## config.mk

```make
export PLATFORM = sky130hd
export DESIGN_NAME = play_state_ctrl
export DESIGN_NICKNAME = d
export VERILOG_FILES = /design/src/rtl/play_pkg.sv /design/src/rtl/ghost_respawn_timer.sv /design/src/rtl/play_state_ctrl.sv
export SDC_FILE = /design/constraint.sdc
export NUM_CORES = 1
export LEC_CHECK = 0
export CORE_MARGIN = 1.5
export CORE_UTILIZATION = 64
export CTS_CLUSTER_DIAMETER = 50
export CTS_CLUSTER_SIZE = 14
export DETAILED_ROUTE_END_ITERATION = 12
export PLACE_DENSITY = 0.85
export SETUP_SLACK_MARGIN = 0.3
export SYNTH_ARGS = -nofsm -noshare
export SYNTH_HDL_FRONTEND = slang
export SYNTH_SLANG_ARGS = --single-unit
```

## constraint.sdc

```tcl
create_clock -name Clk -period 3.2 [get_ports Clk]
set_input_delay 0.32 -clock Clk [delete_from_list [all_inputs] [get_ports Clk]]
set_output_delay 0.32 -clock Clk [all_outputs]
set_load 0.01 [all_outputs]
```

## src/rtl/play_pkg.sv

```systemverilog
// Shared types for the play-state sequencer: state encoding and ghost indices.
package play_pkg;

  typedef enum logic [2:0] {
    READY     = 3'd0,
    PLAY      = 3'd1,
    FRIGHT    = 3'd2,
    DYING     = 3'd3,
    GAME_OVER = 3'd4
  } state_e;

  localparam int RED        = 0;
  localparam int GREEN      = 1;
  localparam int AQUA       = 2;
  localparam int NUM_GHOSTS = 3;

endpackage

```

## src/rtl/ghost_respawn_timer.sv

```systemverilog
// Per-ghost visibility flag with a frame-based respawn countdown after being eaten.
module ghost_respawn_timer #(
  parameter int RESPAWN_FRAMES = 180
) (
  input  logic Clk,
  input  logic Reset,
  input  logic load,
  input  logic run,
  input  logic frame_tick,
  input  logic clear,
  output logic enable
);

  localparam int CW = $clog2(RESPAWN_FRAMES + 1);

  logic [CW-1:0] cnt_q, cnt_d;
  logic          enable_q, enable_d;

  always_comb begin
    // NOTE: every variable gets a hold value first so no path leaves it unassigned (no latch).
    cnt_d    = cnt_q;
    enable_d = enable_q;
    if (clear) begin
      cnt_d    = '0;
      enable_d = 1'b1;
    end else if (load) begin
      cnt_d    = CW'(RESPAWN_FRAMES);
      enable_d = 1'b0;
    end else if (run && frame_tick && (cnt_q != '0)) begin
      if (cnt_q == CW'(1)) begin
        cnt_d    = '0;
        enable_d = 1'b1;
      end else begin
        cnt_d = cnt_q - CW'(1);
      end
    end
  end

  // NOTE: state registers use non-blocking assignments so all flops update from pre-edge values.
  always_ff @(posedge Clk or posedge Reset) begin
    if (Reset) begin
      cnt_q    <= '0;
      enable_q <= 1'b1;
    end else begin
      cnt_q    <= cnt_d;
      enable_q <= enable_d;
    end
  end

  assign enable = enable_q;

endmodule

```

## src/rtl/play_state_ctrl.sv

```systemverilog
// Frame-rate game sequencer: play/fright/dying/game-over states, lives, mouth
// animation and the colour-mapper mode bits.
module play_state_ctrl
  import play_pkg::*;
#(
  parameter int FRIGHT_FRAMES  = 300,
  parameter int WARN_FRAMES    = 90,
  parameter int RESPAWN_FRAMES = 180,
  parameter int MOUTH_FRAMES   = 8,
  parameter int DYING_FRAMES   = 120,
  parameter int LIVES          = 3
) (
  input  logic       Clk,
  input  logic       Reset,
  input  logic       frame_tick,
  input  logic       start,
  input  logic       pac_moving,
  input  logic       power_eaten,
  input  logic       level_clear,
  input  logic       hit_red,
  input  logic       hit_green,
  input  logic       hit_aqua,
  output logic       death,
  output logic       reversal,
  output logic       closePacman,
  output logic       red_enable,
  output logic       green_enable,
  output logic       aqua_enable,
  output logic       pos_reset,
  output logic [1:0] lives,
  output logic [2:0] state_o
);

  localparam int FW = $clog2(FRIGHT_FRAMES + 1);
  localparam int DW = $clog2(DYING_FRAMES + 1);
  localparam int MW = $clog2(MOUTH_FRAMES + 1);

  state_e          state_q, state_d;
  logic [FW-1:0]   fright_cnt_q, fright_cnt_d;
  logic [DW-1:0]   dying_cnt_q, dying_cnt_d;
  logic [MW-1:0]   mouth_cnt_q, mouth_cnt_d;
  logic [1:0]      lives_q, lives_d;
  logic            death_q, death_d;
  logic            reversal_q, reversal_d;
  logic            close_q, close_d;
  logic            pos_reset_q, pos_reset_d;

  logic [NUM_GHOSTS-1:0] en_v, hit_v, load_v;
  logic                  clear_all, run;

  assign hit_v = {hit_aqua, hit_green, hit_red} & en_v;
  assign run   = (state_q == PLAY) || (state_q == FRIGHT);

  always_comb begin
    state_d      = state_q;
    fright_cnt_d = fright_cnt_q;
    dying_cnt_d  = dying_cnt_q;
    lives_d      = lives_q;
    pos_reset_d  = 1'b0;
    load_v       = '0;
    clear_all    = 1'b0;

    unique case (state_q)
      READY: if (start) state_d = PLAY;
      PLAY, FRIGHT: begin
        if (level_clear) begin
          state_d      = READY;
          pos_reset_d  = 1'b1;
          clear_all    = 1'b1;
          fright_cnt_d = '0;
        end else if (state_q == FRIGHT || power_eaten) begin
          // Any power pickup makes contact with live ghosts safe this very cycle.
          load_v = hit_v;
          if (power_eaten) begin
            state_d      = FRIGHT;
            fright_cnt_d = FW'(FRIGHT_FRAMES);
          end else if (frame_tick) begin
            if (fright_cnt_q == FW'(1)) begin
              state_d      = PLAY;
              fright_cnt_d = '0;
            end else if (fright_cnt_q != '0) begin
              fright_cnt_d = fright_cnt_q - FW'(1);
            end
          end
        end else if (|hit_v) begin
          state_d     = DYING;
          lives_d     = (lives_q == 2'd0) ? 2'd0 : lives_q - 2'd1;
          dying_cnt_d = DW'(DYING_FRAMES);
          load_v      = '1;
        end
      end
      DYING: if (frame_tick) begin
        if (dying_cnt_q == DW'(1)) begin
          dying_cnt_d = '0;
          if (lives_q == 2'd0) begin
            state_d = GAME_OVER;
          end else begin
            state_d     = READY;
            pos_reset_d = 1'b1;
            clear_all   = 1'b1;
          end
        end else if (dying_cnt_q != '0) begin
          dying_cnt_d = dying_cnt_q - DW'(1);
        end
      end
      GAME_OVER: if (start) begin
        state_d     = READY;
        lives_d     = 2'(LIVES);
        pos_reset_d = 1'b1;
        clear_all   = 1'b1;
      end
      default: state_d = READY;
    endcase
  end

  // Output bits are computed from the next state so they line up with state_o.
  always_comb begin
    mouth_cnt_d = mouth_cnt_q;
    close_d     = close_q;
    death_d     = (state_d == GAME_OVER);
    reversal_d  = (state_d == FRIGHT) &&
                  ((fright_cnt_d > FW'(WARN_FRAMES)) || (|(fright_cnt_d & FW'(8))));
    if (state_d == READY) begin
      mouth_cnt_d = '0;
      close_d     = 1'b0;
    end else if (state_d == DYING) begin
      close_d = 1'b1;
    end else if ((state_d == PLAY || state_d == FRIGHT) && pac_moving && frame_tick) begin
      if (mouth_cnt_q == MW'(MOUTH_FRAMES - 1)) begin
        mouth_cnt_d = '0;
        close_d     = ~close_q;
      end else begin
        mouth_cnt_d = mouth_cnt_q + MW'(1);
      end
    end
  end

  always_ff @(posedge Clk or posedge Reset) begin
    if (Reset) begin
      state_q      <= READY;
      fright_cnt_q <= '0;
      dying_cnt_q  <= '0;
      mouth_cnt_q  <= '0;
      lives_q      <= 2'(LIVES);
      death_q      <= 1'b0;
      reversal_q   <= 1'b0;
      close_q      <= 1'b0;
      pos_reset_q  <= 1'b0;
    end else begin
      state_q      <= state_d;
      fright_cnt_q <= fright_cnt_d;
      dying_cnt_q  <= dying_cnt_d;
      mouth_cnt_q  <= mouth_cnt_d;
      lives_q      <= lives_d;
      death_q      <= death_d;
      reversal_q   <= reversal_d;
      close_q      <= close_d;
      pos_reset_q  <= pos_reset_d;
    end
  end

  for (genvar g = 0; g < NUM_GHOSTS; g++) begin : g_ghost
    ghost_respawn_timer #(
      .RESPAWN_FRAMES(RESPAWN_FRAMES)
    ) u_timer (
      .Clk       (Clk),
      .Reset     (Reset),
      .load      (load_v[g]),
      .run       (run),
      .frame_tick(frame_tick),
      .clear     (clear_all),
      .enable    (en_v[g])
    );
  end

  assign red_enable   = en_v[RED];
  assign green_enable = en_v[GREEN];
  assign aqua_enable  = en_v[AQUA];
  assign death        = death_q;
  assign reversal     = reversal_q;
  assign closePacman  = close_q;
  assign pos_reset    = pos_reset_q;
  assign lives        = lives_q;
  assign state_o      = state_q;

endmodule

```

==> summary.md, run 1 <==
| Metric | Value |
|---|---|
| Run status | `complete, no violations` |
| Post-CTS resize count | `0` |
| Port bufs | `21` |
| Multi-input combinational cell area | `a little under 2000 um2` |
| Core area | `5238 um2` |
| Die area | `about 6000 um2` |
| Fraction of synthesized area in multiplexers | `2.005%` |
| Detailed Route Iter0 Violations | `180` |
| Filler cells | `between 400 and 500` |
| CP max stage cell | `o21ai_0` |
| Top-count cell post-synth | `dfrtp_1` |
| Required @ worst endpoint | `3.42 ns` |
| Die Y-Extent | `about 78 um` |
| Cell internal pwr | `1.960 mW` |
| Post-Synth Simple-Gate Area | `around 25%` |
| Number of max-cap violations | `0` |
| Setup violators final | `0` |
| Crit path max fanout | `11` |
| Post-Synthesis Cells | `406` |
| Achievable frequency | `between 300 and 400 MHz` |
| DRT antenna net count | `0` |
| Area of the mapped netlist | `~3600 um2` |
| Yosys cell types | `between 60 and 70` |
| Capture point of the worst path | `g_ghost[2].u_timer.cnt_q[6]$_DFFE_PP0P_` |
| Top delay family on crit path | `compound AO/OA/AOI/OAI gates` |
| Area contributors post-synth | `dfrtp_1 (36%), a21oi_1 (4.6%), o21ai_0 (4.6%)` |
| R2R setup slack | `about 0.57 ns` |
| HPWL Detailed | `6138 um` |
| Critical Path Sink Type | `flop` |
| Tmin final | `~2.6 ns` |
| Pin count of the biggest net entering global routing | `26` |
| CP max stage delay | `0.75 ns` |
| Post-synth EDFFs | `0` |
| Register area | `about 1400 um2` |
| Biggest area consumer among synthesized cells | `dfrtp_1` |
| Number of global-route vias before repair | `between 2k and 3k` |
| Drt drc | `0` |
| R2r startpoint | `state_o[1]$_DFF_PP0_` |
| Gr ovfl total | `0` |
| Clk slew on worst S/H paths | `approximately 0.10 ns` |
| Clk network pwr share | `between 10% and 20%` |
| Synth Area in Compound Gates | `22.86%` |
| Hold Slack | `roughly 0.35 ns` |
| Post-synth top area share | `a little over a third` |
| Detailed-router iteration count before antenna repair | `6` |
| Crit-path cells | `nor3b_2, nor2_1, o21ai_0, nand2_1, a211oi_1` |
| Placement Setup Slack | `0.3475 ns` |
| Nature of the critical path startpoint | `flop` |
| DIE WIDTH | `77.55 um` |
| Layout cells sized above 1 | `under 10%` |
| Area after DPL | `approximately 3800 um2` |
| Post-Syn Nets | `between 400 and 500` |
| Worst-Skew Late Latency | `between 0.3 and 0.4 ns` |
| Final wirelength | `~8400 um` |
| Setup tns final | `0 ns` |
| CP startpoint | `state_o[1]$_DFF_PP0_` |
| Slew Viols, Final | `0` |
| Yosys warning count | `0` |
| Post-layout net count | `between 400 and 500` |
| Crit path depth | `5` |
| Gpl congestion | `0.9200` |
| Cells after DPL | `between 400 and 500` |
| GR Util All Layers | `between 20% and 30%` |
| CTS tree | `done` |
| Comb pwr share | `between 50% and 60%` |
| #FFs+latches synth | `between 50 and 60` |
| Final non-filler cell total | `around 500` |
| Slew HR | `between 30% and 40%` |
| Antenna violations before repair | `0` |
| First-pass GRT wire length | `14200 um` |
| Clock skew | `~0.011 ns` |
| Design Area, Final | `3916 um2` |
| Period utilisation layout | `between 80 and 90%` |
| WL/cell | `~17 um` |
| Leading register cell type out of synthesis | `dfrtp_1` |
| CTS root buffer | `clkbuf_8` |
| Final Hold Fails | `0` |
| Worst Setup Path Type | `reg -> reg` |
| Maximum vdd drop | `between 500 and 600 uV` |
| Worst slew pin tran | `0.9025 ns` |
| Sink Count | `56` |
| Area grow syn2layout | `10.10%` |
| Leak Pwr | `1.723 nW` |
| Power density over the cells | `971.0 nW/um2` |
| Synth Area in XOR/XNOR | `under 10%` |
| Sequential fraction of the synthesis area | `around 40%` |
| RSZ-0062 raised after global routing | `false` |
| Critical Path AT | `roughly 2.9 ns` |
| ANT cells | `0` |
| H-tree depth | `2` |
| Cts hold-fix bufs | `0` |
| Vias per cell | `6.455` |
| Sequential Power Share | `a little over a third` |
| Worst path bufs/invs | `0` |
| Worst hold path type | `in -> async` |
| FF-to-FF End | `g_ghost[2].u_timer.cnt_q[6]$_DFFE_PP0P_` |
| Async SR Flop Fraction | `100.0%` |
| Vias | `between 3k and 4k` |
| Clk buf depth | `2` |
| Synth top cells by count | `dfrtp_1 (51), nor2_1 (42), nand2_1 (35)` |
| Final setup margin | `roughly 0.57 ns` |
| Inserted Clock Buffers | `5` |
| Starting Density | `67.92%` |
| Path depth of the worst reg2reg path | `5` |
| # rows | `26` |
| Setup bufs post-CTS | `0` |
| Largest family of logic cells by synthesized area | `simple AND/OR/NAND/NOR gates` |
| Adder-Cell Fraction of Synth Area | `under 10%` |
| Switching power | `between 1.5 and 2 mW` |
| Synthesized area per cell | `roughly 9 um2` |
| Switching Fraction | `48.45%` |
| Top-level I/O count | `22` |
## registers in the layout, indices dropped and copies added (netlist names)
name,count
g_ghost.u_timer.cnt_q,24
fright_cnt_q,9
dying_cnt_q,7
mouth_cnt_q,4
g_ghost.u_timer.enable,3
state_o,3
lives,2
closePacman,1
death,1
pos_reset,1
reversal,1
## worst min-delay path by stage
stage,from,end,slack [ns],cells past startpoint
after global routing,Reset,g_ghost[1].u_timer.cnt_q[1]$_DFFE_PP0P_,0.40,2
after floorplan,g_ghost[2].u_timer.cnt_q[6]$_DFFE_PP0P_,g_ghost[2].u_timer.cnt_q[6]$_DFFE_PP0P_,0.47,1
after CTS,Reset,dying_cnt_q[5]$_DFFE_PP0P_,0.37,2
final,Reset,dying_cnt_q[5]$_DFFE_PP0P_,0.35,2
after global placement,lives[1]$_DFFE_PP1P_,lives[0]$_DFFE_PP1P_,0.49,2
after detailed placement,lives[1]$_DFFE_PP1P_,lives[0]$_DFFE_PP1P_,0.49,2
## layout by cell type (no fill, tap or decap), types with 2 or more instances in the layout
cell type        synthesis  final
a21boi_0                 3      3
o41ai_1                  3      3
xnor2_1                  4      4
a21oi_1                 33     33
a21o_1                   6      6
buf_4                    1      6
nand2_1                 35     35
and3_1                   5      5
or4b_2                   2      2
nand2b_1                 3      3
nand3_1                 12     12
dfstp_2                  5      5
o211ai_1                 5      5
clkdlybuf4s50_1          0     21
a211oi_1                 6      6
ha_1                    12     12
o21ai_0                 33     33
o31ai_1                  5      5
a31o_2                   5      5
and2b_2                  2      2
and2_1                   5      5
clkbuf_1                 5      2
or3_1                    8      8
a31oi_1                 11     11
inv_1                   27     26
nand3b_1                 3      3
mux2i_1                  6      6
nor2_1                  42     42
nor4_1                  17     17
nor3_1                  12     12
a211o_1                  2      2
clkbuf_8                 0      5
or4_1                    2      2
dfrtp_1                 51     51
## cell families (layout without fill, tap and decap cells)
| group | Yosys count | in the layout |
|---|---|---|
| AOI/OAI and AO/OA | 123 | 123 |
| muxes | 7 | 7 |
| DFF | 56 | 56 |
| buffers and inverters | 38 | 63 |
| and+or+nand+nor | 165 | 165 |
| adders and majority gates | 12 | 12 |
| xor gates and xnor gates | 5 | 5 |
## per-layer routing
metal  wire length, um  part of all wire, %  GRT usage [%]  vias to the layer above
met2              4044                   48          48.42                      120
met4               107                  1.3          8.909                        0
met3               482                  5.7          4.588                       11
met1              3757                   45          40.90                     1545
li1                  -                    -              -                     1558
met5                 0                    0              0                        -
## power by group through the flow
stage          Clock [mW]  Combinational, mW  Sequential, mW
6_report            0.388               2.06            1.36
3_5_place_dp            0               2.03            1.35
4_1_cts             0.397               2.04            1.34
2_1_floorplan           0               1.54            1.27
3_3_place_gp            0               1.94            1.34
5_1_grt             0.420               2.31            1.39
## per-stage QoR
step	utilization, %	power [mW]
2_1_floorplan	-	2.811
5_1_grt	74.77	4.118
6_report	74.77	3.803
4_1_cts	74.77	3.780
3_5_place_dp	73.22	3.377
3_3_place_gp	73.22	3.280
## area by class of cell
cell class                      instances  area share (%)
Timing Repair Buffer                   27           6.518
Multi-Input combinational cell        312           50.54
Sequential cell                        56           35.94
Inverter                               28           2.684
Clock buffer                            7           1.949
Tap cell                               70           2.236
Clock inverter                          1          0.1278
Note: power is estimated with default switching activity, not from simulation.
==> inputs of run 2 (changes only) <==
--- a/config.mk
+++ b/config.mk
@@ -6,11 +6,11 @@
 export NUM_CORES = 1
 export LEC_CHECK = 0
 export CORE_MARGIN = 1.5
-export CORE_UTILIZATION = 64
+export CORE_UTILIZATION = 54
 export CTS_CLUSTER_DIAMETER = 50
 export CTS_CLUSTER_SIZE = 14
 export DETAILED_ROUTE_END_ITERATION = 12
-export PLACE_DENSITY = 0.85
+export PLACE_DENSITY = 0.76
 export SETUP_SLACK_MARGIN = 0.3
 export SYNTH_ARGS = -nofsm -noshare
 export SYNTH_HDL_FRONTEND = slang
==> constraint.sdc (replaced) <==
create_clock -name Clk -period 2.25 [get_ports Clk]
set_input_delay 0.225 -clock Clk [delete_from_list [all_inputs] [get_ports Clk]]
set_output_delay 0.225 -clock Clk [all_outputs]
set_load 0.01 [all_outputs]
==> run 2 against run 1 <==
First-iteration DRC count rose by 130%. Clock skew rose by 0.0038 ns. Non-clock buffer count rose by 77. Clock power rose by 49%. Sequential cell count did not move. Clock-buffer cell count fell by 1. Highest routed layer unchanged. Critical path type is now in -> reg. Worst hold slack got worse by 0.10 ns.
==> summary.md, run 2 (synthesized netlist as in run 1, its figures left out) <==
| Metric | Value |
|---|---|
| Run status | `complete, no violations` |
| Inserted Clock Buffers | `5` |
| Detailed Route Iter0 Violations | `about 410` |
| Max FFs per register | `24` |
| Core area | `6350 um2` |
| Layout cells sized above 1 | `between 30 and 40%` |
| Top-level I/O count | `22` |
| Period utilisation layout | `between 90% and 100%` |
| GR Util All Layers | `28.31%` |
| Antenna violations before repair | `0` |
| Pin count of the biggest net entering global routing | `57` |
| Achievable frequency | `around 460 MHz` |
| Drt drc | `0` |
| Slew Viols, Final | `0` |
| Die area | `~7100 um2` |
| Clk slew on worst S/H paths | `0.11 ns` |
| Number of max-cap violations | `0` |
| Critical Path AT | `roughly 2.5 ns` |
| Post-layout net count | `530` |
| Port bufs | `21` |
| ANT cells | `0` |
| Most frequent cells in the layout | `buf_4 (65), dfrtp_1 (41), nor2_1 (34)` |
| First-pass GRT wire length | `between 15000 and 20000 um` |
| Clock skew | `roughly 0.014 ns` |
| Worst slew pin tran | `around 0.52 ns` |
| Gpl congestion | `0.9297` |
| Most common cell after layout, fill and taps aside | `buf_4` |
| Register area | `1420 um2` |
| CTS root buffer | `clkbuf_8` |
| Power Total | `a little under 8 mW` |
| Leak Pwr | `between 2 and 2.5 nW` |
| RSZ-0062 raised after global routing | `true` |
| H-tree depth | `2` |
| Final Hold Fails | `0` |
| Largest register by flop count | `g_ghost.u_timer.cnt_q` |
| WL/cell | `~21 um` |
| Multi-input combinational cell area | `between 2000 and 3000 um2` |
| Number of global-route vias before repair | `3521` |
| HPWL Detailed | `approximately 6200 um` |
| Detailed-router iteration count before antenna repair | `8` |
| Sink Count | `56` |
| Gr ovfl total | `0` |
| Starting Density | `56.02%` |
| Worst hold path type | `in -> async` |
| DRT antenna net count | `0` |
| DIE WIDTH | `around 84 um` |
| Setup tns final | `0 ns` |
| Crit path max fanout | `4` |
| Filler cells | `around 340` |
| Worst Setup Path Type | `in -> reg` |
| Worst-Skew Late Latency | `0.32 ns` |
| Maximum vdd drop | `between 1000 and 1500 uV` |
| Die Y-Extent | `84.16 um` |
| Power density over the cells | `~1500 nW/um2` |
| Nature of the critical path startpoint | `input pin` |
| # rows | `29` |
| Regs by FF count | `g_ghost.u_timer.cnt_q (24), fright_cnt_q (9), dying_cnt_q (7)` |
| Area grow syn2layout | `45.02%` |
| Slew HR | `roughly two thirds` |
| Required @ worst endpoint | `roughly 2.5 ns` |
| Critical Path Sink Type | `flop` |
| Tmin final | `about 2.2 ns` |
| CTS tree | `done` |
| Setup violators final | `0` |
| Vias per cell | `approximately 6.7` |
| Clk buf depth | `2` |
| Final wirelength | `between 10000 and 15000 um` |
| Vias | `roughly 4k` |
==> run 2: changes by cell type in the layout (fill, tap and decap cells not counted), moves of 8 or more <==
cell     change
nor2_1       -8
a21oi_1     -11
o21ai_0      -8
dfrtp_2     +10
buf_4       +59
buf_6       +12
dfrtp_1     -10
a21oi_2     +10
nor4_1       -8
==> run 2: area by class of cell <==
type	instances	area share, %
repair inverters	1	0.2183
flip-flops and latches	56	27.53
repair buffers	104	17.80
inverters	28	2.183
multi-input cells	312	48.68
well taps	77	1.868
clock inverters	2	0.3153
clock buffers	6	1.407
==> run 2: critical path, stage by stage <==
cell and delay, ns:
clkdlybuf4s50_1 0.61, nor4b_4 0.29, nand4_2 0.20, a311oi_4 0.42, o21ai_2 0.09, or4b_1 0.49, a21oi_2 0.13
==> run 2: worst paths after layout <==
check	slack, ns	startpoint	end	cells past startpoint
max in group asynchronous	1.69	Reset	g_ghost[2].u_timer.enable$_DFFE_PP1P_	3
setup / recovery	0.06	frame_tick	mouth_cnt_q[3]$_DFFE_PP0P_	7
setup reg to reg	0.07	g_ghost[0].u_timer.enable$_DFFE_PP1P_	mouth_cnt_q[3]$_DFFE_PP0P_	6
hold / removal	0.25	Reset	g_ghost[0].u_timer.cnt_q[0]$_DFFE_PP0P_	3
hold reg to reg	0.51	lives[1]$_DFFE_PP1P_	lives[0]$_DFFE_PP1P_	2
min in group Clk	0.51	lives[1]$_DFFE_PP1P_	lives[0]$_DFFE_PP1P_	2
==> run 2: repair_timing <==
item                       in CTS  in global routing
gates resized for setup        45                 94
hold buffers                    0                  0
cloned                          1                  1
pin swaps                      19                 32
setup endpoints to repair      40                 39
setup buffers                  25                 11
==> run 2: layer usage <==
metal  global-route usage (%)  share of wire [%]  up-vias
met2                    49.45                 49      259
met5                        0                  0        -
met1                    36.59                 38     1897
met4                    8.048                5.7        0
li1                         -                  -     1696
met3                    4.425                7.3       84
==> run 2: through the flow <==
stage | worst slack (ns) | std cells | area (um2) | hold WS, ns | utilization [%]
floorplan | 0.1105 | 406 | 3590 | 0.4725 | -
global placement | -0.1421 | 540 | 4185 | 0.4772 | 65.91
detailed placement | -0.1895 | 540 | 4185 | 0.4971 | 65.91
CTS | 0.08408 | 574 | 4664 | 0.2868 | 73.46
global route | -0.004347 | 586 | 5159 | 0.2898 | 81.24
finish | 0.05635 | 586 | 5159 | 0.2511 | 81.24
==> run 2: power breakdown <==
| group | internal, mW | switching [mW] |
|---|---|---|
| Sequential | 1.44 | 0.550 |
| Clock | 0.223 | 0.356 |
| Combinational | 2.40 | 2.91 |
